--- config.mk ---
export PLATFORM = sky130hd
export DESIGN_NAME = fsm_mult_ctrl_param
export DESIGN_NICKNAME = d
export VERILOG_FILES = /design/src/rtl/fsm_mult_ctrl_param.sv
export SDC_FILE = /design/constraint.sdc
export NUM_CORES = 1
export LEC_CHECK = 0
export BUFFER_PORTS_ARGS = -buffer_cell sky130_fd_sc_hd__buf_2
export CAP_MARGIN = 20
export CORE_ASPECT_RATIO = 1.75
export CORE_MARGIN = 4
export CORE_UTILIZATION = 57
export DETAILED_ROUTE_END_ITERATION = 16
export GPL_TIMING_DRIVEN = 0
export PLACE_DENSITY = 0.82
export SETUP_SLACK_MARGIN = 0.15
export SYNTH_ARGS = -nofsm -noshare
export SYNTH_HDL_FRONTEND = slang
export SYNTH_SLANG_ARGS = --single-unit
export TNS_END_PERCENT = 30
--- constraint.sdc ---
create_clock -name clk -period 2.9 [get_ports clk]
set_input_delay 0.435 -clock clk [delete_from_list [all_inputs] [get_ports clk]]
set_output_delay 0.435 -clock clk [all_outputs]
set_load 0.005 [all_outputs]
--- src/rtl/fsm_mult_ctrl_param.sv ---
// Sequencing controller for the FP multiplier datapath: programmable settle and
// multiplier-latency counters, optional second normalise pass, registered exception code.
module fsm_mult_ctrl_param #(
  parameter int SETTLE_CYC = 1,
  parameter int MULT_LAT   = 2,
  parameter int ROUND_EN   = 1
) (
  input  logic       clk,
  input  logic       rst,
  input  logic       start,
  input  logic       ack,
  input  logic       zero_flag,
  input  logic       underflow_f,
  input  logic       overflow_cout,
  input  logic       overflow_comp_a,
  input  logic       overflow_comp_b,
  output logic       rst_int,
  output logic       load_0,
  output logic       load_op,
  output logic       load_uf_sum,
  output logic       load_uf_info,
  output logic       load_exp_bias,
  output logic       load_exp_info,
  output logic       load_pre_mult,
  output logic       load_mult,
  output logic       load_sgf,
  output logic       load_exp_upd,
  output logic       load_exp_ov,
  output logic       load_round,
  output logic       sel_sgf_a,
  output logic       sel_exp_b,
  output logic       sel_final,
  output logic       sel_ovf,
  output logic       load_res_a,
  output logic       load_res_b,
  output logic       ready,
  output logic       busy,
  output logic [1:0] exc_code
);

  typedef enum logic [4:0] {
    IDLE, LOAD_OP, ZCHK, ZDEC, UF_SUM, UF_INFO, UF_DEC, EXP_BIAS, EXP_INFO, OV_DEC,
    PRE_MULT, MULT_WAIT, LOAD_MULT, SGF, EXP_UPD, EXP_OV, OV2_DEC, ROUND,
    FINAL_A, FINAL_B, EXC_A, EXC_B, DONE
  } state_e;

  typedef enum logic [1:0] {
    EXC_NONE      = 2'b00,
    EXC_ZERO      = 2'b01,
    EXC_UNDERFLOW = 2'b10,
    EXC_OVERFLOW  = 2'b11
  } exc_e;

  localparam logic [3:0] SETTLE_LOAD = 4'(SETTLE_CYC);
  localparam logic [3:0] LAT_LOAD    = 4'(MULT_LAT - 1);

  state_e     state_q, state_d;
  logic [3:0] settle_cnt_q, settle_cnt_d;
  logic [3:0] lat_cnt_q, lat_cnt_d;
  exc_e       exc_code_q, exc_code_d;
  logic       pass_q, pass_d;
  logic       settle_hold;

  // States that idle SETTLE_CYC cycles before their single strobe cycle.
  function automatic logic is_settle(input state_e s);
    case (s)
      ZCHK, UF_SUM, UF_INFO, EXP_BIAS, EXP_INFO,
      SGF, EXP_UPD, EXP_OV, FINAL_A: is_settle = 1'b1;
      default:                       is_settle = 1'b0;
    endcase
  endfunction

  assign settle_hold = is_settle(state_q) && (settle_cnt_q != 4'd0);
  assign exc_code    = exc_code_q;

  // NOTE: every signal written here gets a default first so no path infers a latch.
  always_comb begin
    state_d       = state_q;
    settle_cnt_d  = settle_cnt_q;
    lat_cnt_d     = lat_cnt_q;
    exc_code_d    = exc_code_q;
    pass_d        = pass_q;
    load_0        = 1'b0;
    load_op       = 1'b0;
    load_uf_sum   = 1'b0;
    load_uf_info  = 1'b0;
    load_exp_bias = 1'b0;
    load_exp_info = 1'b0;
    load_pre_mult = 1'b0;
    load_mult     = 1'b0;
    load_sgf      = 1'b0;
    load_exp_upd  = 1'b0;
    load_exp_ov   = 1'b0;
    load_round    = 1'b0;
    load_res_a    = 1'b0;
    load_res_b    = 1'b0;

    rst_int   = (state_q == IDLE);
    ready     = (state_q == DONE);
    busy      = (state_q != IDLE) && (state_q != DONE);
    sel_sgf_a = (state_q == SGF) && pass_q;
    sel_exp_b = ((state_q == SGF) || (state_q == EXP_UPD)) && pass_q;
    sel_final = (state_q == FINAL_A) || (state_q == FINAL_B);
    sel_ovf   = ((state_q == EXC_A) || (state_q == EXC_B)) && (exc_code_q == EXC_OVERFLOW);

    if (settle_hold) begin
      settle_cnt_d = settle_cnt_q - 4'd1;
    end else begin
      unique case (state_q)
        IDLE:      if (start) state_d = LOAD_OP;
        LOAD_OP: begin
          load_op    = 1'b1;
          exc_code_d = EXC_NONE;
          pass_d     = 1'b0;
          state_d    = ZCHK;
        end
        ZCHK:      begin load_0 = 1'b1; state_d = ZDEC; end
        ZDEC: begin
          if (zero_flag) begin
            exc_code_d = EXC_ZERO;
            state_d    = DONE;
          end else begin
            state_d = UF_SUM;
          end
        end
        UF_SUM:    begin load_uf_sum = 1'b1; state_d = UF_INFO; end
        UF_INFO:   begin load_uf_info = 1'b1; state_d = UF_DEC; end
        UF_DEC: begin
          if (underflow_f) begin
            exc_code_d = EXC_UNDERFLOW;
            state_d    = EXC_A;
          end else begin
            state_d = EXP_BIAS;
          end
        end
        EXP_BIAS:  begin load_exp_bias = 1'b1; state_d = EXP_INFO; end
        EXP_INFO:  begin load_exp_info = 1'b1; state_d = OV_DEC; end
        OV_DEC: begin
          if (overflow_cout || overflow_comp_a) begin
            exc_code_d = EXC_OVERFLOW;
            state_d    = EXC_A;
          end else begin
            state_d = PRE_MULT;
          end
        end
        PRE_MULT: begin
          load_pre_mult = 1'b1;
          lat_cnt_d     = LAT_LOAD;
          state_d       = MULT_WAIT;
        end
        MULT_WAIT: begin
          if (lat_cnt_q == 4'd0) state_d = LOAD_MULT;
          else                   lat_cnt_d = lat_cnt_q - 4'd1;
        end
        LOAD_MULT: begin load_mult = 1'b1; state_d = SGF; end
        SGF:       begin load_sgf = 1'b1; state_d = EXP_UPD; end
        EXP_UPD:   begin load_exp_upd = 1'b1; state_d = EXP_OV; end
        EXP_OV:    begin load_exp_ov = 1'b1; state_d = OV2_DEC; end
        OV2_DEC: begin
          if (overflow_comp_b) begin
            exc_code_d = EXC_OVERFLOW;
            state_d    = EXC_A;
          end else if ((ROUND_EN != 0) && !pass_q) begin
            state_d = ROUND;
          end else begin
            state_d = FINAL_A;
          end
        end
        // Second normalise pass re-enters SGF with the rounded significand selected.
        ROUND: begin
          load_round = 1'b1;
          pass_d     = 1'b1;
          state_d    = SGF;
        end
        FINAL_A:   begin load_res_a = 1'b1; state_d = FINAL_B; end
        FINAL_B:   begin load_res_b = 1'b1; state_d = DONE; end
        EXC_A:     begin load_res_a = 1'b1; state_d = EXC_B; end
        EXC_B:     begin load_res_b = 1'b1; state_d = DONE; end
        DONE:      if (ack) state_d = IDLE;
        default:   state_d = IDLE;
      endcase
    end

    if ((state_d != state_q) && is_settle(state_d)) settle_cnt_d = SETTLE_LOAD;
  end

  // NOTE: sequential state uses non-blocking assignments so every flop samples pre-edge values.
  always_ff @(posedge clk or negedge rst) begin
    if (!rst) begin
      state_q      <= IDLE;
      settle_cnt_q <= 4'd0;
      lat_cnt_q    <= 4'd0;
      exc_code_q   <= EXC_NONE;
      pass_q       <= 1'b0;
    end else begin
      state_q      <= state_d;
      settle_cnt_q <= settle_cnt_d;
      lat_cnt_q    <= lat_cnt_d;
      exc_code_q   <= exc_code_d;
      pass_q       <= pass_d;
    end
  end

  logic [13:0] load_vec;
  assign load_vec = {load_0, load_op, load_uf_sum, load_uf_info, load_exp_bias, load_exp_info,
                     load_pre_mult, load_mult, load_sgf, load_exp_upd, load_exp_ov, load_round,
                     load_res_a, load_res_b};

  a_one_strobe: assert property (@(posedge clk) disable iff (!rst) $onehot0(load_vec));
  a_ready_idle: assert property (@(posedge clk) disable iff (!rst) !(ready && busy));

endmodule

==> results.sh <==
export IMPL_status="finished, final reports clean"
export IMPL_setup_viol=0
export IMPL_start_kind="flip-flop"
export IMPL_synthToLayoutAreaGrowth_pct=28.2
export IMPL_p_total_uw=2900
export IMPL_syn_nets=245
export IMPL_final_min_clock_period_ns=2.81
export IMPL_cp_required_ns=3.09
export IMPL_dieWidth_um=51.2
export IMPL_coreArea_um2=3140
export IMPL_slew_violations=0
export IMPL_insertion_delay_ns=0.25
export IMPL_hpwlAfterDp_mm=4.43
export IMPL_dp_cells=307
export IMPL_yosys_warnings=0
export IMPL_fin_crit_sh_pct=97.0
export IMPL_grt_usage_pct=27.8
export IMPL_grt_pass1_wl_mm=9.34
export IMPL_tightest_slew_ns=0.543
export IMPL_drtPass1Iterations=4
export IMPL_place_area_um2=2070
export IMPL_start_util_pct=59.4
export IMPL_cts_max_path_buffers=2
export IMPL_grt_max_degree=17
export IMPL_yosysUniqueCellTypes=64
export IMPL_dieArea_um2=4290
export IMPL_final_area_um2=2390
export IMPL_cp_max_fo=10
export IMPL_ys_seq_area_share_pct=21.5
export IMPL_fp_row_count=27
export IMPL_ir_drop_uv=999
export IMPL_grt_antenna_before_repair=0
export IMPL_fmax_mhz=356
export IMPL_setup_tns_ns=0
export IMPL_postCtsHoldBufs=0
export IMPL_worstPathArrival_ns=3.00
export IMPL_max_cap_violations=0
export IMPL_dr_total_vias=2126
export IMPL_routedWlPerCell_um=20.4
export IMPL_nNetsFinal=292
export IMPL_cts_buffers=3
export IMPL_cts_tree="built"
export IMPL_synth_area_um2=1870
export IMPL_ys_ff_latch=16
export IMPL_finalWirelength_mm=6.55
export IMPL_synth_edf_count=0
export IMPL_finalHoldViolations=0
export IMPL_die_y_um=83.7
export IMPL_fin_cells=322
export IMPL_clk_pin_slew_ns=0.06
export IMPL_rsz0062_at_grt="true"
export IMPL_ys_async_sr_fraction_pct=100
export IMPL_maxSlewHeadroom_pct=63.7
export IMPL_first_global_vias=2004
export IMPL_clock_sinks=16
export IMPL_viasPerCell=6.60
export IMPL_antenna_left=0
export IMPL_portBuffers=31
export IMPL_holdCritPathClass="input port to async pin"
export IMPL_synth_area_per_cell_um2=8.01
export IMPL_route_detailed_drc=0
export IMPL_grt_ovfl_total=0
export IMPL_dr_first_iter_drc_count=183
export IMPL_synth_cells=233
export IMPL_layout_drive_gt1_share_pct=38.4
export IMPL_crit_type="flip-flop to flip-flop"
export IMPL_cp_end_kind="flip-flop"
export IMPL_synth_ff_type="dfrtp_1"
export IMPL_cts_max_level=1
export IMPL_num_antenna_cells=0
export IMPL_powerDensity_nw_per_um2=1210
export IMPL_fin_skew_ns=0.00186
export IMPL_clockRootBuffer="clkbuf_8"
export IMPL_gp_congestion=1.01
export IMPL_p_leak_uw=0.00104
export IMPL_io_pin_count=32
## cells in the final DEF, fill, tap and decap left out, drive strengths merged, types with 5 or more instances in the layout
cell type,n
nor3,11
nor2,27
or3,6
inv,11
xnor2,5
and3,7
clkbuf,7
buf,58
o21ai,10
nand3,5
nand2b,5
nand2,15
a21oi,14
nor3b,6
dfrtp,16
nor2b,11
## Yosys cell counts, types with 3 or more instances
| library cell | n | area [µm²] |
|---|---|---|
| a31oi_1 | 3 | 18.8 |
| nand2b_1 | 5 | 31.3 |
| o21ai_0 | 8 | 40.0 |
| nand2_1 | 15 | 56.3 |
| nor2b_1 | 11 | 68.8 |
| buf_2 | 8 | 40.0 |
| or3_4 | 3 | 33.8 |
| buf_4 | 5 | 37.5 |
| xnor2_1 | 5 | 43.8 |
| clkbuf_1 | 3 | 11.3 |
| or3_1 | 3 | 18.8 |
| nand3_1 | 5 | 25.0 |
| buf_6 | 3 | 33.8 |
| ha_1 | 3 | 37.5 |
| and3_1 | 6 | 37.5 |
| nor3b_1 | 4 | 30.0 |
| o211ai_1 | 3 | 22.5 |
| nor2_1 | 27 | 101 |
| o2111ai_1 | 3 | 26.3 |
| nor3_1 | 10 | 50.1 |
| dfrtp_1 | 16 | 400 |
| inv_1 | 10 | 37.5 |
| a21oi_1 | 14 | 70.1 |
| xor2_1 | 3 | 26.3 |
| or3b_1 | 3 | 26.3 |
## routing by layer
metal  part of all wire, %  track usage, %  routed length, µm
met1                    35            29.5               2260
met5                     0               0                  0
met3                   6.7            3.40                439
met4                   7.6            21.0                495
met2                    51            47.7               3360
## repair_timing
item	in CTS	in global routing
pin swaps	3	12
resized for setup	7	33
setup endpoints to repair	4	4
buffers inserted	1	10
## final timing paths
path	from	end	slack (ns)	cells after the start
hold reg to reg	exc_code[1]	exc_code[1]	0.55	1
setup reg to reg	state_q[2]	settle_cnt_q[0]	0.09	8
hold / removal	rst	settle_cnt_q[3]	0.09	1
min in group clk	exc_code[1]	exc_code[1]	0.55	1
setup / recovery	state_q[2]	settle_cnt_q[0]	0.09	8
max in group asynchronous	rst	state_q[1]	2.54	1
## through the flow
step | hold WS (ns) | setup WS [ns] | utilization [%]
CTS | 0.0985 | 0.171 | 69.1
finish | 0.0916 | 0.0879 | 76.1
global placement | 0.356 | 0.0140 | 66.0
global route | 0.105 | -0.0100 | 76.1
detailed placement | 0.360 | 0.0280 | 66.0
floorplan | 0.139 | 0.333 | -
## critical path, stage by stage (launching register included)
cell,delay (ns)
dfrtp_1,0.47
buf_4,0.22
nor2b_2,0.30
nor3_1,0.13
a2111oi_4,0.52
o32ai_4,0.19
or3_4,0.37
a221oi_4,0.39
or3_1,0.16
## sequential cells by signal, indices dropped and copies added (netlist names)
| signal | flops |
|---|---|
| lat_cnt_q | 4 |
| exc_code | 2 |
| state_q | 5 |
| settle_cnt_q | 4 |
| pass_q | 1 |
## report_power, final
part / switching (µW) / internal (µW) / leakage [µW]
sequential: 67.0 / 302 / 0.000208
clock: 73.5 / 120 / 0.0000288
combinational: 1320 / 1020 / 0.000799
## final cells by class
class                   count  area [µm²]
multi-input cells         187        1470
fillers                   232         751
flip-flops and latches     16         400
repair buffers             42         238
plain buffers              19         134
clock buffers               4        55.1
well taps                  43        53.8
inverters                  11        41.3
## logic make-up after synthesis
logic type	share of synthesized area, %
AO/OA/AOI/OAI	28.2
XOR/XNOR	3.76
adder cells (fa/ha/maj)	2.01
buffers and inverters	8.79
flip-flops	21.5
multiplexers	1.74
AND/OR/NAND/NOR	34.1
No activity file was read; power rests on OpenSTA's default activity.
